### src/rtl/wrapper_sched_pkg.sv
// Shared types and sizing helpers for the wrapper packet scheduler.
// Word width matches the AHB data register feeding the constructor.
package wrapper_sched_pkg;

   localparam int REGDWIDTH = 32;

   typedef enum logic [1:0] {
      IDLE,
      BUSY,
      DONE
   } sched_state_t;

   function automatic int words(input int packetwidth);
      return packetwidth / REGDWIDTH;
   endfunction

endpackage

### src/rtl/wrapper_rr_arbiter.sv
// Round-robin pick: lowest requesting index at or after ptr, wrapping.
// Purely combinational; the owner of ptr lives in the scheduler.
module wrapper_rr_arbiter #(
   parameter int NUM_CH = 2
) (
   input  logic [NUM_CH-1:0]         req,
   input  logic [$clog2(NUM_CH)-1:0] ptr,
   output logic [NUM_CH-1:0]         grant,
   output logic [$clog2(NUM_CH)-1:0] idx,
   output logic                      valid
);

   localparam int PW = $clog2(NUM_CH);

   always_comb begin
      int            sel;
      logic [PW-1:0] s;
      grant = '0;
      idx   = '0;
      valid = 1'b0;
      sel   = 0;
      s     = '0;
      for (int k = 0; k < NUM_CH; k++) begin
         sel = int'(ptr) + k;
         if (sel >= NUM_CH) sel = sel - NUM_CH;
         s = PW'(sel);
         if (!valid && req[s]) begin
            valid    = 1'b1;
            grant[s] = 1'b1;
            idx      = s;
         end
      end
   end

endmodule

### src/rtl/wrapper_packet_scheduler.sv
// Grants the shared packet constructor to one requester per packet,
// round-robin, counting accepted words and aborting on a stalled owner.
module wrapper_packet_scheduler
   import wrapper_sched_pkg::*;
#(
   parameter int NUM_CH      = 2,
   parameter int PACKETWIDTH = 512,
   parameter int TIMEOUT     = 1024
) (
   input  logic                                  hclk,
   input  logic                                  hreset,
   input  logic [NUM_CH-1:0]                     ch_req,
   input  logic                                  constructor_ready,
   input  logic                                  word_xfer,
   output logic [NUM_CH-1:0]                     ch_grant,
   output logic [NUM_CH-1:0]                     data_req,
   output logic [NUM_CH-1:0]                     ch_done,
   output logic [NUM_CH-1:0]                     ch_abort,
   output logic                                  busy,
   output logic [$clog2(words(PACKETWIDTH))-1:0] word_cnt
);

   localparam int WORDS = words(PACKETWIDTH);
   localparam int CW    = $clog2(WORDS);
   localparam int PW    = $clog2(NUM_CH);
   localparam int TW    = (TIMEOUT > 2) ? $clog2(TIMEOUT) : 1;

   localparam logic [CW-1:0] LAST = CW'(WORDS - 1);
   localparam logic [TW-1:0] TLIM = TW'((TIMEOUT > 0) ? TIMEOUT - 1 : 0);
   localparam logic [PW-1:0] PMAX = PW'(NUM_CH - 1);

   sched_state_t      state;
   logic [PW-1:0]     rr_ptr;
   logic [PW-1:0]     owner;
   logic [PW-1:0]     next_ptr;
   logic [PW-1:0]     arb_idx;
   logic [NUM_CH-1:0] arb_grant;
   logic              arb_valid;
   logic [TW-1:0]     timer;
   logic              last_seen;
   logic              timed_out;

   wrapper_rr_arbiter #(
      .NUM_CH(NUM_CH)
   ) u_arb (
      .req  (ch_req),
      .ptr  (rr_ptr),
      .grant(arb_grant),
      .idx  (arb_idx),
      .valid(arb_valid)
   );

   // Last word's address phase is already out once the count hits WORDS-1.
   assign last_seen = (word_cnt == LAST);
   assign data_req  = ch_grant & {NUM_CH{constructor_ready & ~last_seen}};
   assign timed_out = (TIMEOUT != 0) && (timer == TLIM);
   assign next_ptr  = (owner == PMAX) ? '0 : owner + 1'b1;

   always_ff @(posedge hclk or posedge hreset) begin
      if (hreset) begin
         state    <= IDLE;
         ch_grant <= '0;
         ch_done  <= '0;
         ch_abort <= '0;
         busy     <= 1'b0;
         word_cnt <= '0;
         rr_ptr   <= '0;
         owner    <= '0;
         timer    <= '0;
      end else begin
         ch_done  <= '0;
         ch_abort <= '0;
         unique case (state)
            IDLE: begin
               if (arb_valid && constructor_ready) begin
                  ch_grant <= arb_grant;
                  owner    <= arb_idx;
                  word_cnt <= '0;
                  timer    <= '0;
                  busy     <= 1'b1;
                  state    <= BUSY;
               end
            end
            BUSY: begin
               if (word_xfer) begin
                  word_cnt <= word_cnt + 1'b1;
                  timer    <= '0;
                  if (last_seen) begin
                     ch_done  <= ch_grant;
                     ch_grant <= '0;
                     rr_ptr   <= next_ptr;
                     state    <= DONE;
                  end
               end else if (timed_out) begin
                  ch_abort <= ch_grant;
                  ch_grant <= '0;
                  rr_ptr   <= next_ptr;
                  word_cnt <= '0;
                  timer    <= '0;
                  busy     <= 1'b0;
                  state    <= IDLE;
               end else begin
                  timer <= timer + 1'b1;
               end
            end
            DONE: begin
               busy  <= 1'b0;
               state <= IDLE;
            end
            default: state <= IDLE;
         endcase
      end
   end

endmodule
### config.mk
export PLATFORM = sky130hd
export DESIGN_NAME = wrapper_packet_scheduler
export DESIGN_NICKNAME = d
export VERILOG_FILES = /design/src/rtl/wrapper_sched_pkg.sv /design/src/rtl/wrapper_rr_arbiter.sv /design/src/rtl/wrapper_packet_scheduler.sv
export SDC_FILE = /design/constraint.sdc
export NUM_CORES = 1
export LEC_CHECK = 0
export BUFFER_PORTS_ARGS = -buffer_cell sky130_fd_sc_hd__buf_2
export CELL_PAD_IN_SITES_DETAIL_PLACEMENT = 1
export CELL_PAD_IN_SITES_GLOBAL_PLACEMENT = 1
export CORE_MARGIN = 2
export CORE_UTILIZATION = 35
export CTS_BUF_LIST = sky130_fd_sc_hd__clkbuf_4 sky130_fd_sc_hd__clkbuf_8
export CTS_CLUSTER_DIAMETER = 40
export CTS_CLUSTER_SIZE = 40
export DETAILED_ROUTE_END_ITERATION = 7
export GPL_TIMING_DRIVEN = 0
export PLACE_DENSITY_LB_ADDON = 0.1
export SLEW_MARGIN = 40
export SYNTH_ARGS = -nofsm -noshare
export SYNTH_HDL_FRONTEND = slang
export SYNTH_SLANG_ARGS = --single-unit
### constraint.sdc
create_clock -name hclk -period 2.3 [get_ports hclk]
set_clock_uncertainty 0.05 [all_clocks]
set_input_delay 0.115 -clock hclk [delete_from_list [all_inputs] [get_ports hclk]]
set_output_delay 0.115 -clock hclk [all_outputs]
set_load 0.01 [all_outputs]
# Word level (Yosys, flattened, before mapping)
# Cells that the tools add are included.
# totals
register_bits	25
inputBits	6
output_inout_bits	13
word_cells	98
# classes
n_addsub	6
n_lt_le_gt_ge	6
eq_ne	10
muxes	47
n_bitwise	4
n_reduce_logical	16
# op_table
operator	count
$mux W10	3
$mux W2	15
$pmux W10 S2	1
$mux W1	19
$mux W4	3
$add A10 B1 Y10 const B	1
$eq A10 B10 Y1 const B	1
$reduce_and A3 Y1	3
$pmux W2 S2	2
$pmux W4 S2	1
$reduce_and A4 Y1	2
$ne A2 B2 Y1 const B	3
$ne A3 B3 Y1 const B	2
$add A4 B1 Y4 const B	1
$eq A4 B4 Y1 const B	1
$logic_and A1 B1 Y1	4
$lt A1 B2 Y1 const B	2
$reduce_and A2 Y1	2
$reduce_bool A2 Y1	2
$pmux W1 S3	1
$reduce_bool A3 Y1	1
$add A1 B1 Y2 const B	1
$and A2 B2 Y2	1
$demux W1 S1	2
other kinds (13)	15

# Depth between registers and ports, before layout
# Gate-level depths: netlist of the first run.
# logic_depth
ltp_word	11
mapped_depth	8
depth_no_buf	6

# Modules after synthesis
# Synthesis of the first run repeated with hierarchy kept, for this count alone.
# hier_totals
cells_unflattened	141
hier_area_um2	1346.3
# by_module_without_submodules
mod	n_inst	cells_per_inst	area_each_um2	seq_area_each_um2
wrapper_packet_scheduler	1	136	1313.8	625.6
wrapper_rr_arbiter	1	5	32.5	0.0

# Worst setup path after synthesis of the first run
# Ideal clock, no wire load.
# synth_timing
path_type	flip-flop to flip-flop
start	reg timer[0]
end	reg word_cnt[3]
setup_time_ns	0.087
t_arrival_ns	1.829
required_time_ns	2.163
setup_slack_ns	0.334
path_stages_with_launch	7
n_path_buf	1
synth_period_minus_slack_ns	1.966
path_cell_list	dfrtp_1 -> ha_1 -> nand3_1 -> o31a_1 -> buf_6 -> or4_1 -> a22oi_1
# synth_via
elab_chain_len	3
# synth_lines
element	line_no	rtl
from (decl)	wrapper_packet_scheduler.sv:39	logic [TW-1:0] timer;
from (signal assigned)	wrapper_packet_scheduler.sv:103	timer <= timer + 1'b1;
$eq A10 B10 Y1	wrapper_packet_scheduler.sv:56	assign timed_out = (TIMEOUT != 0) && (timer == TLIM);
$ne A3 B3 Y1 (no source line)	--	
$reduce_and A3 Y1 (no source line)	--	
to (signal assigned)	wrapper_packet_scheduler.sv:86	word_cnt <= word_cnt + 1'b1;
to (decl)	wrapper_packet_scheduler.sv:20	output logic [$clog2(words(PACKETWIDTH))-1:0] word_cnt
# No other way between the ends.
# A chain may end at the register's enable or synchronous reset.

# Final worst setup path of the first run
# Ends and elaborated chain as after synthesis.

==> results.yml, run 1 <==
clock_network:
  ctsLongestPathBuffers: 2
  cts_inserted_buffers: 3
  clock_latency_ps: 270
  clock_sinks: 25
  cts_tree: "built"
  cts-root-buf: "sky130_fd_sc_hd__clkbuf_8"
  clk_transition_reported_paths_ps: 90
  htree_num_levels: 1
job:
  cap_viol_max_count: 0
grt:
  antenna_violations_before_repair: 0
  globalRouteOverflowTotal: 0
  first_global_vias: 1141
  grt_start_max_net_pins: 26
  globalRouteTotalUtil_pct: 17.89
  grt_first_pass_wirelength_um: 5761
detailed_routing:
  iteration_0_drc_markers: 47
  wl_per_cell_um: 16.09
  drc_errors: 0
  viasPerCell: 5.512
  wl_um: 3266
  drt-pass1-iter-count: 4
  vias: 1119
  antenna_violating_nets_post_route: 0
power:
  power.leakage_nw: 0.7228
  p_per_area_nw_per_um2: 863.7
  total_power_w: 0.001328
  vdd_drop_max_mv: 0.3666
die:
  start_util_pct: 36.36
  fp.dieArea_um2: 4282
  chipWidth_um: 65.44
  ioPinCount: 19
  row_count: 22
  die_h_um: 65.44
  core_um2: 3633
synth:
  syn-cell-area_um2: 1321
  syn-num-nets: 143
  syn-instance-count: 132
  yosys.cell_types.count: 39
  synth_warnings: 0
  ys_async_sr_fraction_pct: 100.0
  ys.flop_type: "sky130_fd_sc_hd__dfrtp_1"
  synth_enable_flop_cells: 0
  synth-seq-area-share_pct: 47.35
  synth.ff_latch_count: 25
  syn-mean-instance-area_um2: 10.01
timing:
  relSlewSlack_pct: 53.67
  count_of_final_max_slew_check_failures: 0
  layout_min_cycle_time_ps: 2168
  report.final.setup_viol: 0
  hold_violations: 0
  worst_pin_slew_ps: 688.6
  rsz0062_at_grt: "true"
  achievable-frequency_mhz: 461.3
  timing.final.crit_share_pct: 94.25
final_layout:
  design.final.nets: 167
  postLayoutCellArea_um2: 1538
  share_of_final_layout_standard_cells_stronger_than_drive_strength_1_pct: 20.65
  final_core_utilization_pct: 42.32
  regArea_um2: 625.6
  fill_cells: 426
  multi_input_comb_area_um2: 670.6
  synthToLayoutAreaGrowth_pct: 16.38
  num_antenna_cells: 0
place:
  gpl.final_weighted_congestion: 0.8004
  port_buffers: 18
  post_dp_cell_area_um2: 1471
  post-dp-hpwl_um: 2473
worst_setup_path:
  timing_worst_setup_path_type: "reg2reg"
  endpoint_kind: "flop"
  worstSetupStartpointType: "flop"
  worstPathRequired_ps: 2440
  worst-endpoint-arrival_ps: 2310
  critical_path.max_fanout: 10
outcome:
  status: "finished, final reports clean"
min_path:
  holdCritPathClass: "in2reg"
per-stage QoR:
stage          worst slack, ps  TNS [ps]  hold slack, ps  cells
6_report                 132.3         0           86.19    203
5_1_grt                 -13.92    -14.64           88.82    203
4_1_cts                  70.34         0           81.10    203
3_5_place_dp            -63.71    -63.71           145.7    198
3_3_place_gp             9.264         0           338.3    198
2_1_floorplan            334.1         0           92.32    132
cell usage after synthesis, types with 2 or more instances:
library cell,n,share of area [%]
sky130_fd_sc_hd__nand2_1,12,3.4
sky130_fd_sc_hd__a211oi_1,2,1.1
sky130_fd_sc_hd__a31oi_1,2,0.95
sky130_fd_sc_hd__o41ai_1,3,2.0
sky130_fd_sc_hd__dfrtp_1,25,47
sky130_fd_sc_hd__a21oi_1,4,1.5
sky130_fd_sc_hd__o31a_1,2,1.3
sky130_fd_sc_hd__ha_1,5,4.7
sky130_fd_sc_hd__o21ai_0,11,4.2
sky130_fd_sc_hd__nor2_1,10,2.8
sky130_fd_sc_hd__xnor2_1,4,2.7
sky130_fd_sc_hd__nand3_1,7,2.7
sky130_fd_sc_hd__nor2b_1,2,0.95
sky130_fd_sc_hd__nor3_1,2,0.76
sky130_fd_sc_hd__xor2_1,2,1.3
sky130_fd_sc_hd__and2_1,5,2.4
sky130_fd_sc_hd__nand2b_1,2,0.95
sky130_fd_sc_hd__inv_1,5,1.4
sky130_fd_sc_hd__o31ai_1,6,3.4
sky130_fd_sc_hd__and3_1,2,0.95
cell usage in the layout (no fill, tap or decap), types with 3 or more instances in the layout:
cell	netlist	final
sky130_fd_sc_hd__dfrtp_1	25	25
sky130_fd_sc_hd__a21oi_1	4	4
sky130_fd_sc_hd__nor2_1	10	10
sky130_fd_sc_hd__o31ai_1	6	5
sky130_fd_sc_hd__buf_2	1	19
sky130_fd_sc_hd__and2_1	5	5
sky130_fd_sc_hd__inv_1	5	4
sky130_fd_sc_hd__nand3_1	7	6
sky130_fd_sc_hd__ha_1	5	5
sky130_fd_sc_hd__clkbuf_8	0	3
sky130_fd_sc_hd__o41ai_1	3	3
sky130_fd_sc_hd__o21ai_0	11	11
sky130_fd_sc_hd__xnor2_1	4	4
sky130_fd_sc_hd__nand2_1	12	12
per-layer routing:
metal / global-route usage [%] / wire length (µm)
met5: 0 / 0
met1: 24.04 / 1560
met3: 1.541 / 65
met4: 7.813 / 57
met2: 29.46 / 1583
power by group:
part           leakage, nW  internal [W]  switching [W]
Clock               0.0255      0.000121       0.000139
Sequential           0.339      0.000506      0.0000717
Combinational        0.358      0.000176       0.000314
Total                0.723      0.000803       0.000525
registers in the layout, indices dropped and copies added, names as in the netlist, 2 cells and up:
signal,cells
ch_done,2
timer,10
ch_abort,2
ch_grant,2
state,2
word_cnt,4
what timing repair did:
| action | 4_1_cts | 5_1_grt |
|---|---|---|
| resized for setup | 1 | 1 |
| hold endpoints to repair | 25 | 0 |
| hold buffers | 1 | 0 |
| setup endpoints to repair | 1 | 3 |
| buffers inserted | 0 | 0 |
cells by family (layout without fill, tap and decap cells):
group                    after synthesis  count (layout)  share of synthesized area [%]
AO/OA/AOI/OAI                         41              41                          21.69
adder cells (fa/ha/maj)                5               5                          4.735
AND/OR/NAND/NOR                       48              48                          19.60
XOR/XNOR                               6               6                          3.977
flip-flops                            25              25                          47.35
buffers and inverters                  7              30                          2.651
worst paths after layout:
kind	from	endpoint	slack (ps)	cells past startpoint
worst max register to register	timer[0]$_DFFE_PP0P_	word_cnt[3]$_DFFE_PP0P_	130	6
max in group asynchronous	hreset	word_cnt[1]$_DFFE_PP0P_	1470	3
worst min register to register	owner$_DFFE_PP0P_	owner$_DFFE_PP0P_	450	2
min in group asynchronous	hreset	timer[8]$_DFFE_PP0P_	380	3
worst max-delay path	timer[0]$_DFFE_PP0P_	word_cnt[3]$_DFFE_PP0P_	130	6
worst min-delay path	ch_req[0]	ch_grant[0]$_DFFE_PP0P_	90	3
critical path, cell delays in order, from the launching register on:
cell                      delay (ps)
sky130_fd_sc_hd__dfrtp_1         440
sky130_fd_sc_hd__ha_1            300
sky130_fd_sc_hd__nand3_2         180
sky130_fd_sc_hd__o31a_1          330
sky130_fd_sc_hd__buf_6           150
sky130_fd_sc_hd__or4_1           490
sky130_fd_sc_hd__a22oi_1         160
area by class of cell:
class | instances | share of cell area, %
well taps | 48 | 3.906
multi-input cells | 100 | 43.61
flip-flops and latches | 25 | 40.68
clock buffers | 3 | 2.685
plain buffers | 2 | 1.058
repair buffers | 19 | 6.509
clock inverters | 1 | 0.3255
inverters | 5 | 1.221
(Power assumes the default switching activity.)
==> inputs of run 2 (changes only) <==
SLEW_MARGIN = unset   (was 40)
SYNTH_HIERARCHICAL = 1   (was unset)
clock period = 2.53 ns   (was 2.3 ns; I/O delays follow)
==> run 2 against run 1 <==
  * Critical path depth up 2
  * Non-clock buffer count unchanged
  * Register-to-register slack better by 190 ps
  * Flip-flop and latch count unchanged
  * Power down 5.3%
  * First-iteration DRC count up 2.1%
  * Largest power group unchanged
  * Cell area up 0.16%
  * Worst setup slack better by 190 ps
  * Maximum frequency down 1.7%
  * Cell count up 3.4%
  * Clock power down 5%
  * Sequential power down 7.3%
  * Critical endpoint is now timer[9]$_DFFE_PP0P_
==> results.yml, run 2 <==
outcome:
  status: "finished, final reports clean"
power:
  power.share.combinational_pct: 37.8
  internal_power_w: 0.0007786
  p_per_area_nw_per_um2: 816.5
  p_sw_w: 0.0004789
  vdd_drop_max_mv: 0.3757
  power.share.sequential_pct: 42.6
  swShare_pct: 38.09
  total_power_w: 0.001258
  power.leakage_nw: 0.7247
  clock_power_share_pct: 19.6
grt:
  grt_first_pass_wirelength_um: 5637
  globalRouteTotalUtil_pct: 17.06
  first_global_vias: 1180
  gr-usage-met1_pct: 23.01
  grt_start_max_net_pins: 26
  globalRouteOverflowTotal: 0
  antenna_violations_before_repair: 0
  use_met3_pct: 2.044
  global_route.usage.met2_pct: 28.91
  globalRoute.busiestLayer: "met2"
synth:
  synth_most_common_cell: "sky130_fd_sc_hd__dfrtp_1"
  yosys.cell_types.count: 39
  post_synth_and_or_nand_nor_area_fraction_pct: 21.56
  synth_warnings: 6
  synth_top_family_by_area: "simple AND/OR/NAND/NOR gates"
  synth_fa_ha_area_share_pct: 4.647
  synth-compound-area-share_pct: 16.08
  synth.top_cells.by_area: "sky130_fd_sc_hd__dfrtp_1 46%, sky130_fd_sc_hd__ha_1 4.6%, sky130_fd_sc_hd__inv_1 3.3%"
  synth_enable_flop_cells: 0
  synth.ff_latch_count: 25
  synth-seq-area-share_pct: 46.47
  top_cell_types_by_occurrence_after_synthesis: "25 x sky130_fd_sc_hd__dfrtp_1, 12 x sky130_fd_sc_hd__inv_1, 12 x sky130_fd_sc_hd__nand2_1"
  syn-cell-area_um2: 1346
  syn-instance-count: 141
  syn-num-nets: 152
  ys_async_sr_fraction_pct: 100.0
  ys.flop_type: "sky130_fd_sc_hd__dfrtp_1"
  synth-xor-area-share_pct: 2.602
  syn-mean-instance-area_um2: 9.548
  yosysTopAreaCell: "sky130_fd_sc_hd__dfrtp_1"
  synth_top_area_share_pct: 46.47
  post_synth_mux_area_share_pct: 3.810
die:
  core_um2: 3689
  die_h_um: 66.02
  chipWidth_um: 66.02
  ioPinCount: 19
  row_count: 22
  start_util_pct: 36.50
  fp.dieArea_um2: 4359
detailed_routing:
  drt-pass1-iter-count: 4
  viasPerCell: 5.343
  antenna_violating_nets_post_route: 0
  wl_per_cell_um: 15.53
  iteration_0_drc_markers: 48
  vias: 1122
  wl_um: 3261
  drc_errors: 0
clock_network:
  cts_tree: "built"
  clock_latency_ps: 260
  clk_transition_reported_paths_ps: 90
  cts_inserted_buffers: 3
  cts_hold_buf: 0
  ctsLongestPathBuffers: 2
  cts_resized: 0
  cts-root-buf: "sky130_fd_sc_hd__clkbuf_8"
  clock_sinks: 25
  postCtsSetupBuffers: 0
  htree_num_levels: 1
final_layout:
  reg_top3: "timer: 10 flops, word_cnt: 4 flops"
  synthToLayoutAreaGrowth_pct: 14.41
  layout_common_cells: "25 x sky130_fd_sc_hd__dfrtp_1, 18 x sky130_fd_sc_hd__buf_2, 12 x sky130_fd_sc_hd__inv_1, 12 x sky130_fd_sc_hd__nand2_1, 8 x sky130_fd_sc_hd__nor2_1"
  num_antenna_cells: 0
  largest_reg_flops: 10
  postLayoutCellArea_um2: 1540
  final_common_cell: "sky130_fd_sc_hd__dfrtp_1"
  largest_register: "timer"
  share_of_final_layout_standard_cells_stronger_than_drive_strength_1_pct: 17.28
  design.final.nets: 174
timing:
  report.final.setup_viol: 0
  rsz0062_at_grt: "false"
  layout_min_cycle_time_ps: 2206
  totalNegativeSetupSlack_ps: 0
  timing.final.crit_share_pct: 87.18
  hold_violations: 0
  count_of_final_max_slew_check_failures: 0
  worst_pin_slew_ps: 963.4
  relSlewSlack_pct: 35.71
  achievable-frequency_mhz: 453.4
worst_setup_path:
  endpoint_kind: "flop"
  critical_path.max_fanout: 10
  worst-endpoint-arrival_ps: 2340
  worstSetupStartpointType: "flop"
  worstPathRequired_ps: 2660
  timing_worst_setup_path_type: "reg2reg"
place:
  post_dp_cell_area_um2: 1491
  port_buffers: 17
  post-dp-hpwl_um: 2477
  gpl.final_weighted_congestion: 0.7742
job:
  cap_viol_max_count: 0
min_path:
  holdCritPathClass: "in2async"
[run 2: cell count changes after synthesis, moves of 3 or more]
| cell | delta |
|---|---|
| sky130_fd_sc_hd__and2_1 | -3 |
| sky130_fd_sc_hd__nand4_1 | +3 |
| sky130_fd_sc_hd__o41ai_1 | -3 |
| sky130_fd_sc_hd__and3_1 | +3 |
| sky130_fd_sc_hd__a21oi_1 | +3 |
| sky130_fd_sc_hd__o21ai_0 | -5 |
| sky130_fd_sc_hd__inv_1 | +7 |
| sky130_fd_sc_hd__nor3_1 | +5 |
| sky130_fd_sc_hd__a21boi_1 | +3 |
| sky130_fd_sc_hd__mux2i_1 | +4 |
| sky130_fd_sc_hd__o31ai_1 | -5 |
[run 2: worst max-delay path, cell delays in order (launching register included)]
cell	delay [ps]
sky130_fd_sc_hd__dfrtp_1	420
sky130_fd_sc_hd__inv_1	90
sky130_fd_sc_hd__ha_1	290
sky130_fd_sc_hd__nand2b_1	140
sky130_fd_sc_hd__clkbuf_1	270
sky130_fd_sc_hd__nand2_1	290
sky130_fd_sc_hd__and2_1	220
sky130_fd_sc_hd__buf_2	170
sky130_fd_sc_hd__nor3_1	190
[run 2: power groups by stage]
stage / registers, W / clock network, W / logic (W)
floorplan: 0.000549 / 0 / 0.000315
global placement: 0.000540 / 0 / 0.000467
detailed placement: 0.000545 / 0 / 0.000483
CTS: 0.000537 / 0.000258 / 0.000486
global route: 0.000551 / 0.000278 / 0.000537
finish: 0.000536 / 0.000246 / 0.000475
[run 2: layer usage]
layer	routed length, µm	vias up
met3	66	2
li1	-	543
met2	1661	11
met1	1509	566
met5	0	-
met4	23	0
[run 2: cells by family after synthesis]
logic type | after synthesis
AOI/OAI and AO/OA | 31
muxes | 5
adders and majority gates | 5
buffers and inverters | 16
DFF | 25
and+or+nand+nor | 55
xor gates and xnor gates | 4
[run 2: final timing paths]
| kind | startpoint | end | slack, ps | cells after the start |
|---|---|---|---|---|
| setup / recovery | state[1]$_DFFE_PP0P_ | timer[9]$_DFFE_PP0P_ | 320 | 8 |
| hold / removal | hreset | timer[5]$_DFFE_PP0P_ | 20 | 2 |
| setup reg to reg | state[1]$_DFFE_PP0P_ | timer[9]$_DFFE_PP0P_ | 320 | 8 |
| hold reg to reg | owner$_DFFE_PP0P_ | rr_ptr$_DFFE_PP0P_ | 420 | 1 |
| max in group asynchronous | hreset | rr_ptr$_DFFE_PP0P_ | 1820 | 2 |
| min in group hclk | ch_req[0] | owner$_DFFE_PP0P_ | 210 | 3 |
[run 2: stage by stage]
step | utilization [%] | instances | worst slack [ps] | hold WS (ps)
finish | 41.76 | 210 | 324.3 | 22.13
CTS | 41.76 | 210 | 266.1 | 59.05
global placement | 40.43 | 206 | 354.5 | 339.8
floorplan | - | 141 | 656.4 | 103.8
detailed placement | 40.43 | 206 | 308.6 | 353.1
global route | 41.76 | 210 | 96.10 | 96.86
[run 2: layout make-up]
cell class                 instances  area [µm²]
fill                             450        2148
multi-input combinational        100       655.6
timing repair buffer              17       85.08
buffer                             4       20.02
clock buffer                       4       48.80
tap                               48       60.06
inverter                          12       45.04
sequential                        25       625.6
